File: config.mk
export PLATFORM = sky130hd
export DESIGN_NAME = spi_cmd_rx
export DESIGN_NICKNAME = d
export VERILOG_FILES = /design/src/rtl/spi_cmd_rx.sv
export SDC_FILE = /design/constraint.sdc
export NUM_CORES = 1
export LEC_CHECK = 0
export CORE_MARGIN = 8
export CORE_UTILIZATION = 40
export DETAILED_ROUTE_END_ITERATION = 12
export GPL_TIMING_DRIVEN = 0
export PLACE_DENSITY = 0.67
export REMOVE_ABC_BUFFERS = 1
export SYNTH_ARGS = -nofsm -noshare
export SYNTH_HDL_FRONTEND = slang
export SYNTH_SLANG_ARGS = --single-unit
File: constraint.sdc
create_clock -name clk_i -period 4.6 [get_ports clk_i]
set_clock_uncertainty 0.2 [all_clocks]
set_input_delay 0.92 -clock clk_i [delete_from_list [all_inputs] [get_ports clk_i]]
set_output_delay 0.92 -clock clk_i [all_outputs]
set_load 0.1 [all_outputs]
File: src/rtl/spi_cmd_rx.sv
// SPI mode-0 command receiver: syncs sck/sdi/cs into clk, assembles MSB-first frames,
// queues good frames in an FWFT FIFO (valid/ready, drop + sticky overflow when full).
module spi_cmd_rx #(
   parameter int BYTES       = 2,
   parameter int DEPTH       = 4,
   parameter int SYNC_STAGES = 2,
   parameter int STRETCH     = 31
) (
   input  logic                     clk_i,
   input  logic                     reset_i,
   input  logic                     sck_i,
   input  logic                     sdi_i,
   input  logic                     cs_i,
   output logic [8*BYTES-1:0]       frame_data_o,
   output logic                     frame_valid_o,
   input  logic                     frame_ready_i,
   output logic                     frame_error_o,
   output logic                     overflow_o,
   output logic [$clog2(DEPTH):0]   fifo_count_o,
   output logic                     activity_o
);

   localparam int FW = 8 * BYTES;
   localparam int CW = $clog2(FW + 2);
   localparam int AW = $clog2(DEPTH);
   localparam int SW = $clog2(STRETCH + 1);

   localparam logic [CW-1:0] CNT_FULL = CW'(FW);
   localparam logic [CW-1:0] CNT_MAX  = CW'(FW + 1);
   localparam logic [AW:0]   FIFO_CAP = (AW + 1)'(DEPTH);
   localparam logic [SW-1:0] ACT_LOAD = SW'(STRETCH);

   logic [SYNC_STAGES-1:0] sck_sync_q;
   logic [SYNC_STAGES-1:0] sdi_sync_q;
   logic [SYNC_STAGES-1:0] cs_sync_q;
   logic                   sck_prev_q;
   logic                   cs_prev_q;

   logic sck_s, sdi_s, cs_s;
   logic sck_rise, cs_fall, cs_rise;

   logic [FW-1:0]   shreg_q, shreg_d;
   logic [CW-1:0]   bitcnt_q, bitcnt_d;
   logic            frame_error_q;

   logic [FW-1:0]   mem_q [DEPTH];
   logic [AW:0]     wr_ptr_q, wr_ptr_d;
   logic [AW:0]     rd_ptr_q, rd_ptr_d;
   logic            overflow_q, overflow_d;
   logic [SW-1:0]   act_q, act_d;

   logic [AW:0]     count;
   logic            fifo_full, fifo_empty;
   logic            frame_good, frame_bad;
   logic            pop, push_ok;

   // cs idles high, so its synchroniser resets to 1 to avoid a false frame start.
   always_ff @(posedge clk_i) begin
      if (reset_i) begin
         sck_sync_q <= '0;
         sdi_sync_q <= '0;
         cs_sync_q  <= '1;
         sck_prev_q <= 1'b0;
         cs_prev_q  <= 1'b1;
      end else begin
         sck_sync_q <= {sck_sync_q[SYNC_STAGES-2:0], sck_i};
         sdi_sync_q <= {sdi_sync_q[SYNC_STAGES-2:0], sdi_i};
         cs_sync_q  <= {cs_sync_q[SYNC_STAGES-2:0], cs_i};
         sck_prev_q <= sck_s;
         cs_prev_q  <= cs_s;
      end
   end

   assign sck_s    = sck_sync_q[SYNC_STAGES-1];
   assign sdi_s    = sdi_sync_q[SYNC_STAGES-1];
   assign cs_s     = cs_sync_q[SYNC_STAGES-1];
   assign sck_rise = sck_s & ~sck_prev_q;
   assign cs_fall  = ~cs_s & cs_prev_q;
   assign cs_rise  = cs_s & ~cs_prev_q;

   always_comb begin
      shreg_d  = shreg_q;
      bitcnt_d = bitcnt_q;
      if (cs_fall) begin
         shreg_d  = '0;
         bitcnt_d = '0;
      end else if (sck_rise && !cs_s) begin
         shreg_d = {shreg_q[FW-2:0], sdi_s};
         // Saturate one past full so long frames stay distinguishable from good ones.
         if (bitcnt_q != CNT_MAX) begin
            bitcnt_d = bitcnt_q + CW'(1);
         end
      end
   end

   assign frame_good = cs_rise && (bitcnt_q == CNT_FULL);
   assign frame_bad  = cs_rise && (bitcnt_q != CNT_FULL);

   assign count      = wr_ptr_q - rd_ptr_q;
   assign fifo_full  = (count == FIFO_CAP);
   assign fifo_empty = (count == '0);
   assign pop        = ~fifo_empty & frame_ready_i;
   // A pop in the same cycle frees the slot the full-FIFO push lands in.
   assign push_ok    = frame_good & (~fifo_full | pop);

   always_comb begin
      wr_ptr_d   = wr_ptr_q;
      rd_ptr_d   = rd_ptr_q;
      overflow_d = overflow_q;
      act_d      = act_q;
      if (push_ok) begin
         wr_ptr_d = wr_ptr_q + (AW + 1)'(1);
      end
      if (pop) begin
         rd_ptr_d = rd_ptr_q + (AW + 1)'(1);
      end
      if (frame_good && !push_ok) begin
         overflow_d = 1'b1;
      end
      if (push_ok) begin
         act_d = ACT_LOAD;
      end else if (act_q != '0) begin
         act_d = act_q - SW'(1);
      end
   end

   always_ff @(posedge clk_i) begin
      if (reset_i) begin
         shreg_q       <= '0;
         bitcnt_q      <= '0;
         frame_error_q <= 1'b0;
         wr_ptr_q      <= '0;
         rd_ptr_q      <= '0;
         overflow_q    <= 1'b0;
         act_q         <= '0;
      end else begin
         shreg_q       <= shreg_d;
         bitcnt_q      <= bitcnt_d;
         frame_error_q <= frame_bad;
         wr_ptr_q      <= wr_ptr_d;
         rd_ptr_q      <= rd_ptr_d;
         overflow_q    <= overflow_d;
         act_q         <= act_d;
      end
   end

   always_ff @(posedge clk_i) begin
      if (push_ok) begin
         mem_q[wr_ptr_q[AW-1:0]] <= shreg_q;
      end
   end

   // Storage is not reset; gating with empty keeps the head at zero after reset.
   assign frame_data_o  = fifo_empty ? '0 : mem_q[rd_ptr_q[AW-1:0]];
   assign frame_valid_o = ~fifo_empty;
   assign frame_error_o = frame_error_q;
   assign overflow_o    = overflow_q;
   assign fifo_count_o  = count;
   assign activity_o    = (act_q != '0);

endmodule
==> impl_results.md, run 1 <==
- Rel. slew slack: 0.191
- Fin Setup TNS: 0 ns
- Worst skew pair latency: 0.36 ns
- Clock-pin slew on the worst setup and hold paths: 0.10 ns
- Hold buffer count at cts: 0
- Die Ht: 120 um
- First-pass GRT wire length: 12100 um
- Detail Placement HPWL: 4590 um
- Critical Path RT: 3.48 ns
- Grt ovf: 0
- I/O pin count: 29
- Seq cells post-synth: 108
- CP Launch Type: register
- Area Overhead vs Synth: 13.4%
- Die Width: 120 um
- Max clock buf depth: 2
- Most common cell after layout, fill and taps aside: edfxtp_1
- R2R depth: 6
- Core footprint: 10700 um^2
- Detailed-route via count: 2420
- Crit path max fanout: 18
- Initial antenna violation count: 0
- CP arrival: 3.09 ns
- Cell count of the worst hold path: 1
- CTS Buf Count: 9
- Die Area: 14500 um^2
- CTS root buf: clkbuf_8
- Vias/cell: 5.00
- Worst hold path type: register to register
- IO Port Bufs: 28
- Worst Min Path Start: cs_sync_q[0]$_SDFF_PP1_
- Share of layout cells above drive strength 1: 0.131
- First DRT Iteration DRCs: 166
- Gate Count Post-Synth: 312
- Seq/Total Area, Yosys: 0.644
- CP Class: register to primary output
- Max-cap violations: 0
- Number of flops mapped to enable cells by yosys: 64
- Routed len/inst: 15.0 um
- Status: finished clean
- Vias in the first global route: 2444
- Final hold vios: 0
- Reg2reg start: wr_ptr_q[0]$_SDFFE_PP0P_
- Primary FF master, synth: edfxtp_1
- Total track usage: 0.106
- Netlist cell types: 46
- Antenna cell count: 0
- Number of clock sinks: 108
- Reg2Reg Setup Slack: 1.38 ns
- Crit. End Element: primary output
- Period Utilization, post-route: 0.915
- Minimum clock period: 4.21 ns
- DRC: 0
- Hold Crit Endpoint: cs_sync_q[1]$_SDFF_PP1_
- Antenna Nets Post-Route: 0
- RD Place Congestion: 0.770
- Net count, final: 356
- WL final: 7250 um
- R2r endpoint: mem_q[1][4]$_DFFE_PP_
- Synth Cell Area: 4350 um^2
- Total setup buffers inserted after CTS: 0
- Yosys warnings: 0
- Max-slew violations: 0
- Async S/R FF share, synth: 0
- Row cnt: 38
- Syn_area_per_cell: 13.9 um^2
- DRT Pass-1 Iters: 4
- H-tree Lvls: 3
- Max Freq: 0.238 GHz
- Largest net degree at the start of global routing: 24
- Tightest Pin Transition: 1.21 ns
- Endpoints failing setup: 0
- RSZ-0062 raised after global routing: no
- CTS tree: built
- Most frequent cells in the layout: edfxtp_1, dfxtp_1, nand2_1
- Starting Density: 0.405
## what timing repair did
action,CTS,global route
endpoints found under the setup margin,17,0
resized for setup,17,0
endpoints found under the hold margin,0,0
## critical path, cell delays in order (launching register included)
cell and delay [ns]:
dfxtp_1 0.39, inv_1 0.11, ha_1 0.23, fa_1 0.37, xnor3_2 0.29, inv_4 0.08, nor3_4 0.53, nor2b_1 0.10
dlygate4sd2_1 0.62
## registers in the layout, indices dropped and copies added (netlist names), named ones only
register,cells
overflow_o,1
frame_error_o,1
sck_prev_q,1
wr_ptr_q,3
cs_sync_q,2
rd_ptr_q,3
mem_q,64
sdi_sync_q,2
cs_prev_q,1
act_q,5
shreg_q,16
sck_sync_q,2
bitcnt_q,5
## how the worst max path moves through the flow
| stage | start | end | slack [ns] | cells past startpoint |
|---|---|---|---|---|
| 2_1_floorplan | wr_ptr_q[0]$_SDFFE_PP0P_ | frame_data_o[0] | 0.13 | 6 |
| 5_1_grt | wr_ptr_q[0]$_SDFFE_PP0P_ | frame_data_o[8] | 0.11 | 8 |
| 3_3_place_gp | wr_ptr_q[0]$_SDFFE_PP0P_ | frame_data_o[5] | 0.35 | 8 |
| 4_1_cts | wr_ptr_q[0]$_SDFFE_PP0P_ | frame_data_o[5] | 0.29 | 8 |
| 6_report | wr_ptr_q[0]$_SDFFE_PP0P_ | frame_data_o[8] | 0.39 | 8 |
| 3_5_place_dp | wr_ptr_q[0]$_SDFFE_PP0P_ | frame_data_o[5] | 0.31 | 8 |
## through the flow
stage                     hold slack [ns]  instance area (um^2)  std cells   util  worst slack, ns
after CTS                           0.222                  4920        483  0.457            0.288
after floorplan                     0.189                  4300        299      -            0.126
after detailed placement            0.199                  4750        467  0.442            0.309
after global placement              0.192                  4750        467  0.442            0.351
after global routing                0.234                  4930        484  0.459            0.110
final                               0.221                  4930        484  0.459            0.391
## routing by layer
layer	vias up	global-route usage	part of all wire
met5	-	0	0
met4	0	0.0304	0.0077
met3	5	0.0331	0.046
met2	47	0.174	0.49
met1	1190	0.133	0.46
li1	1178	-	-
## layout make-up
class | count | area (um^2)
clock inverter | 6 | 57.6
tap | 140 | 175
timing repair buffer | 29 | 274
sequential | 108 | 2800
inverter | 17 | 66.3
multi-input combinational | 174 | 1430
fill | 994 | 5810
clock buffer | 10 | 128
## synthesized netlist by cell type (all sizes together) (3+ instances only)
| cell | number | share of area |
|---|---|---|
| ha | 10 | 0.029 |
| buf | 3 | 0.0035 |
| nor2b | 24 | 0.035 |
| nand3 | 3 | 0.0035 |
| inv | 17 | 0.015 |
| dfxtp | 44 | 0.20 |
| and2 | 4 | 0.0058 |
| a21oi | 24 | 0.028 |
| mux4 | 16 | 0.083 |
| nor2 | 5 | 0.0043 |
| nand2b | 3 | 0.0043 |
| or3 | 3 | 0.0043 |
| nor3 | 3 | 0.0060 |
| clkbuf | 10 | 0.0086 |
| mux2i | 3 | 0.0069 |
| nand2 | 40 | 0.035 |
| mux2 | 4 | 0.011 |
| edfxtp | 64 | 0.44 |
| o21ai | 4 | 0.0046 |
## kinds of logic (layout without fill, tap and decap cells)
group	Yosys count	count (layout)	share of synthesized area
AO/OA/AOI/OAI	41	41	0.0630
XOR/XNOR	2	2	0.00748
adder cells (fa/ha/maj)	11	11	0.0334
buffers and inverters	30	62	0.0273
flip-flops	108	108	0.644
multiplexers	23	23	0.101
AND/OR/NAND/NOR	97	97	0.123
Power of run 1 is left out: the tool's default activity adds up to more than one toggle a clock period on the data nets, which glitch-free logic cannot reach.
==> run 2: changes to the inputs <==
--- a/config.mk
+++ b/config.mk
@@ -9,6 +9,7 @@
 export CORE_UTILIZATION = 40
 export DETAILED_ROUTE_END_ITERATION = 12
 export GPL_TIMING_DRIVEN = 0
+export MAX_ROUTING_LAYER = met4
 export PLACE_DENSITY = 0.67
 export REMOVE_ABC_BUFFERS = 1
 export SYNTH_ARGS = -nofsm -noshare
==> impl_results.md, run 2 (synthesized netlist as in run 1, its figures left out) <==
- Reg2reg start: wr_ptr_q[0]$_SDFFE_PP0P_ (unchanged)
- Worst setup margin: 0.390 ns (was 0.391 ns)
- Worst skew pair latency: 0.36 ns (about the same)
- Most common cell after layout, fill and taps aside: edfxtp_1 (unchanged)
- Vias in the first global route: 2429 (was 2444)
- Max-cap violations: 0 (unchanged)
- Crit. End Element: primary output (unchanged)
- CP Cell Sequence: inv_1 > ha_1 > fa_1 > xnor3_2 > inv_4 > nor3_4 > nor2b_1 > dlygate4sd2_1 (unchanged)
- I/O pin count: 29 (unchanged)
- Status: finished clean (unchanged)
- CTS tree: built (unchanged)
- Total setup buffers inserted after CTS: 0 (unchanged)
- Share of layout cells above drive strength 1: 0.131 (unchanged)
- Die Width: 120 um (unchanged)
- Max clock buf depth: 2 (unchanged)
- CP Launch Type: register (unchanged)
- DRC: 0 (unchanged)
- Largest net degree at the start of global routing: 24 (unchanged)
- CP arrival: 3.09 ns (about the same)
- Row cnt: 38 (unchanged)
- RD Place Congestion: 0.780 (was 0.770)
- Max reg flops: 64 (unchanged)
- CP max stage delay: 0.62 ns (about the same)
- Fillers: 994 (unchanged)
- First-pass GRT wire length: 12100 um (unchanged)
- Period Utilization, post-route: 0.915 (about the same)
- IO Port Bufs: 28 (unchanged)
- CP bufs+invs: 3 (unchanged)
- Tightest Pin Transition: 1.19 ns (was 1.21 ns)
- RSZ-0062 raised after global routing: no (unchanged)
- Net count, final: 356 (unchanged)
- CTS Buf Count: 9 (unchanged)
- Critical Path Source: wr_ptr_q[0]$_SDFFE_PP0P_ (unchanged)
- Slowest cell on crit path: dlygate4sd2_1 (unchanged)
- WL final: 7240 um (was 7250 um)
- Endpoints failing setup: 0 (unchanged)
- Core footprint: 10700 um^2 (unchanged)
- Die Ht: 120 um (unchanged)
- Starting Density: 0.405 (unchanged)
- Worst Min Path Start: cs_sync_q[0]$_SDFF_PP1_ (unchanged)
- Routed len/inst: 15.0 um (about the same)
- H-tree Lvls: 3 (unchanged)
- Area Overhead vs Synth: 13.4% (unchanged)
- Hold buffer count at cts: 0 (unchanged)
- Clock-pin slew on the worst setup and hold paths: 0.10 ns (about the same)
- Max-slew violations: 0 (unchanged)
- Worst hold path type: register to register (unchanged)
- Die Area: 14500 um^2 (unchanged)
- Fin Setup TNS: 0 ns (unchanged)
- Initial antenna violation count: 0 (unchanged)
- Dpl ws: 0.309 ns (unchanged)
- Grt ovf: 0 (unchanged)
- CTS root buf: clkbuf_8 (unchanged)
- Crit path max-delay family: buffers and inverters (unchanged)
- DRT Pass-1 Iters: 6 (was 4)
- Antenna cell count: 0 (unchanged)
- Final hold vios: 0 (unchanged)
- Number of clock sinks: 108 (unchanged)
- Vias/cell: 4.99 (was 5.00)
- Crit path max fanout: 18 (unchanged)
- Rel. slew slack: 0.204 (was 0.191)
- Max Freq: 0.238 GHz (about the same)
- Antenna Nets Post-Route: 0 (unchanged)
- Total track usage: 0.110 (was 0.106)
- CP Class: register to primary output (unchanged)
- Detail Placement HPWL: 4590 um (unchanged)
- Detailed-route via count: 2417 (was 2420)
- Most frequent cells in the layout: edfxtp_1, dfxtp_1, nand2_1 (unchanged)
- Minimum clock period: 4.21 ns (about the same)
- Critical Path RT: 3.48 ns (about the same)
- First DRT Iteration DRCs: 178 (was 166)
## run 2: cell counts in the layout (fill, tap and decap cells not counted)
No cell type changed its count.
## run 2: worst register-to-register path: stages, from the launching register on
cell	delay [ns]
dfxtp_1	0.39
inv_1	0.11
ha_1	0.23
fa_1	0.47
and3b_1	0.30
a211oi_4	0.39
and2_1	0.77
## run 2: final cells by class
| type | count | area (um^2) | area share |
|---|---|---|---|
| multi-input cells | 174 | 1430 | 0.290 |
| clock inverters | 6 | 57.6 | 0.0117 |
| inverters | 17 | 66.3 | 0.0134 |
| well taps | 140 | 175 | 0.0355 |
| flip-flops and latches | 108 | 2800 | 0.568 |
| clock buffers | 10 | 128 | 0.0259 |
| repair buffers | 29 | 274 | 0.0556 |
## run 2: stage by stage
step	area, um^2	util	instances	hold WS, ns
after global placement	4750	0.442	467	0.192
after global routing	4930	0.459	484	0.234
final	4930	0.459	484	0.220
after CTS	4920	0.457	483	0.222
after floorplan	4300	-	299	0.189
after detailed placement	4750	0.442	467	0.199
## run 2: timing repair
action / CTS / global route
hold endpoints to repair: 0 / 0
gates resized for setup: 17 / 0
endpoints found under the setup margin: 17 / 0
## run 2: final timing paths
check / cells past startpoint / end / slack, ns
setup / recovery: 8 / frame_data_o[8] / 0.39
hold / removal: 1 / cs_sync_q[1]$_SDFF_PP1_ / 0.22
setup reg to reg: 6 / mem_q[1][4]$_DFFE_PP_ / 1.38
hold reg to reg: 1 / cs_sync_q[1]$_SDFF_PP1_ / 0.22
## run 2: layer usage
| metal | routed length (um) | vias up | track usage |
|---|---|---|---|
| li1 | - | 1179 | - |
| met1 | 3340 | 1184 | 0.135 |
| met2 | 3540 | 47 | 0.174 |
| met3 | 284 | 7 | 0.0298 |
| met4 | 76 | 0 | 0.0328 |
| met5 | 0 | - | - |
Power of run 2 is left out for the same reason.
==> run 3: changes to the inputs <==
--- a/config.mk
+++ b/config.mk
@@ -6,11 +6,11 @@
 export NUM_CORES = 1
 export LEC_CHECK = 0
 export CORE_MARGIN = 8
-export CORE_UTILIZATION = 40
+export CORE_UTILIZATION = 35
 export DETAILED_ROUTE_END_ITERATION = 12
 export GPL_TIMING_DRIVEN = 0
 export MAX_ROUTING_LAYER = met4
-export PLACE_DENSITY = 0.67
+export PLACE_DENSITY = 0.61
 export REMOVE_ABC_BUFFERS = 1
 export SYNTH_ARGS = -nofsm -noshare
 export SYNTH_HDL_FRONTEND = slang
==> impl_results.md, run 3 (synthesized netlist as in run 1, its figures left out) <==
- Status: finished clean (unchanged)
- CP Class: register to primary output (unchanged)
- Fin Setup TNS: 0 ns (unchanged)
- Fillers: 1108 (was 994)
- Crit path max fanout: 18 (unchanged)
- Tightest Pin Transition: 1.19 ns (about the same)
- Grt ovf: 0 (unchanged)
- DRT Pass-1 Iters: 4 (was 6)
- Hold Crit Endpoint: cs_sync_q[1]$_SDFF_PP1_ (unchanged)
- Non-Filler Instances: 512 (was 484)
- Number of clock sinks: 108 (unchanged)
- RD Place Congestion: 0.744 (was 0.780)
- Detailed-route via count: 2446 (was 2417)
- Reg2reg start: wr_ptr_q[0]$_SDFFE_PP0P_ (unchanged)
- Met1 usage: 0.111 (was 0.135)
- Detail Placement HPWL: 4800 um (was 4590 um)
- Final hold vios: 0 (unchanged)
- Worst setup margin: 0.293 ns (was 0.390 ns)
- Post-route cell area: 5100 um^2 (was 4930 um^2)
- Core footprint: 12100 um^2 (was 10700 um^2)
- First-pass GRT wire length: 12600 um (was 12100 um)
- # resized after CTS: 17 (unchanged)
- Die Ht: 127 um (was 120 um)
- Row cnt: 40 (was 38)
- Antenna cell count: 0 (unchanged)
- CTS Buf Count: 9 (unchanged)
- Most common cell after layout, fill and taps aside: edfxtp_1 (unchanged)
- Die Area: 16200 um^2 (was 14500 um^2)
- Worst hold path type: register to register (unchanged)
- Cell count of the worst hold path: 1 (unchanged)
- CTS root buf: clkbuf_16 (was clkbuf_8)
- IO Port Bufs: 28 (unchanged)
- Area Overhead vs Synth: 17.4% (was 13.4%)
- Max-slew violations: 0 (unchanged)
- RSZ-0062 raised after global routing: no (unchanged)
- Minimum clock period: 4.31 ns (was 4.21 ns)
- Max reg flops: 64 (unchanged)
- Max-cap violations: 0 (unchanged)
- Routed len/inst: 15.1 um (was 15.0 um)
- Critical Path RT: 3.48 ns (about the same)
- Worst skew pair latency: 0.34 ns (was 0.36 ns)
- Max Freq: 0.232 GHz (was 0.238 GHz)
- Vias/cell: 4.78 (was 4.99)
- Net count, final: 356 (unchanged)
- Most frequent cells in the layout: edfxtp_1, dfxtp_1, nand2_1 (unchanged)
- Dpl ws: 0.250 ns (was 0.309 ns)
- Starting Density: 0.361 (was 0.405)
- I/O pin count: 29 (unchanged)
- CTS tree: built (unchanged)
- Area post-placement: 4800 um^2 (was 4750 um^2)
- Largest net degree at the start of global routing: 24 (unchanged)
- Vias in the first global route: 2546 (was 2429)
- Hold buffer count at cts: 0 (unchanged)
- R2R depth: 6 (unchanged)
- H-tree Lvls: 3 (unchanged)
- M2 GR Usage: 0.176 (was 0.174)
- Most used routing layer: met2 (unchanged)
- First DRT Iteration DRCs: 209 (was 178)
- Period Utilization, post-route: 0.936 (was 0.915)
- R2r endpoint: mem_q[0][2]$_DFFE_PP_ (was mem_q[1][4]$_DFFE_PP_)
- Clock-pin slew on the worst setup and hold paths: 0.08 ns (was 0.10 ns)
- Total setup buffers inserted after CTS: 0 (unchanged)
- Share of layout cells above drive strength 1: 0.134 (was 0.131)
- Reg2Reg Setup Slack: 1.35 ns (was 1.38 ns)
- Global-route met3 utilization: 0.0300 (was 0.0298)
- Crit. End Element: primary output (unchanged)
- Endpoints failing setup: 0 (unchanged)
- Max clock buf depth: 2 (unchanged)
- Worst Min Path Start: cs_sync_q[0]$_SDFF_PP1_ (unchanged)
- Total track usage: 0.103 (was 0.110)
- Slowest cell on crit path: nor3_4 (was dlygate4sd2_1)
- Initial antenna violation count: 0 (unchanged)
- DRC: 0 (unchanged)
- CP arrival: 3.19 ns (was 3.09 ns)
- Antenna Nets Post-Route: 0 (unchanged)
- CP Cell Sequence: inv_1 > ha_1 > fa_1 > xnor3_2 > inv_4 > nor3_4 > nor2b_1 > dlygate4sd2_1 (unchanged)
- Dpl cells: 496 (was 467)
- Rel. slew slack: 0.206 (was 0.204)
- CP max stage delay: 0.65 ns (was 0.62 ns)
- CP Launch Type: register (unchanged)
- Die Width: 127 um (was 120 um)
- WL final: 7710 um (was 7240 um)
## run 3: changes by cell type in the layout (fill, tap and decap cells not counted), sizes merged
cell	previous run	this run
bufinv	0	1
clkbuf	10	9
## run 3: worst max path at each step
stage | end | cells after the start | from
floorplan | frame_data_o[0] | 6 | wr_ptr_q[0]$_SDFFE_PP0P_
global placement | frame_data_o[5] | 8 | wr_ptr_q[0]$_SDFFE_PP0P_
detailed placement | frame_data_o[3] | 8 | wr_ptr_q[0]$_SDFFE_PP0P_
CTS | frame_data_o[3] | 8 | wr_ptr_q[0]$_SDFFE_PP0P_
global route | frame_data_o[6] | 8 | wr_ptr_q[0]$_SDFFE_PP0P_
finish | frame_data_o[3] | 8 | wr_ptr_q[0]$_SDFFE_PP0P_
## run 3: through the flow
step           utilization  hold WS (ns)
4_1_cts              0.423         0.219
5_1_grt              0.423         0.241
6_report             0.423         0.217
2_1_floorplan            -         0.189
3_3_place_gp         0.397         0.192
3_5_place_dp         0.398         0.200
## run 3: cell type report
| cell class | instances | area (um^2) | share of cell area |
|---|---|---|---|
| Clock inverter | 7 | 103 | 0.0201 |
| Tap cell | 168 | 210 | 0.0412 |
| Multi-Input combinational cell | 174 | 1430 | 0.280 |
| Sequential cell | 108 | 2800 | 0.549 |
| Clock buffer | 9 | 225 | 0.0441 |
| Timing Repair Buffer | 29 | 270 | 0.0529 |
| Inverter | 17 | 66.3 | 0.0130 |
## run 3: critical path: cells and delay by family, from the launching register on
| family | cells | cell delay [ns] |
|---|---|---|
| XOR/XNOR | 1 | 0.28 |
| adder cells (fa/ha/maj) | 2 | 0.60 |
| buffers and inverters | 3 | 0.82 |
| flip-flops | 1 | 0.38 |
| AND/OR/NAND/NOR | 2 | 0.76 |
## run 3: metal layers
layer / vias to the layer above / wire length (um)
met2: 39 / 3920
met5: - / 0
li1: 1184 / -
met1: 1214 / 3420
met3: 9 / 270
met4: 0 / 97
Power of run 3 is left out for the same reason.
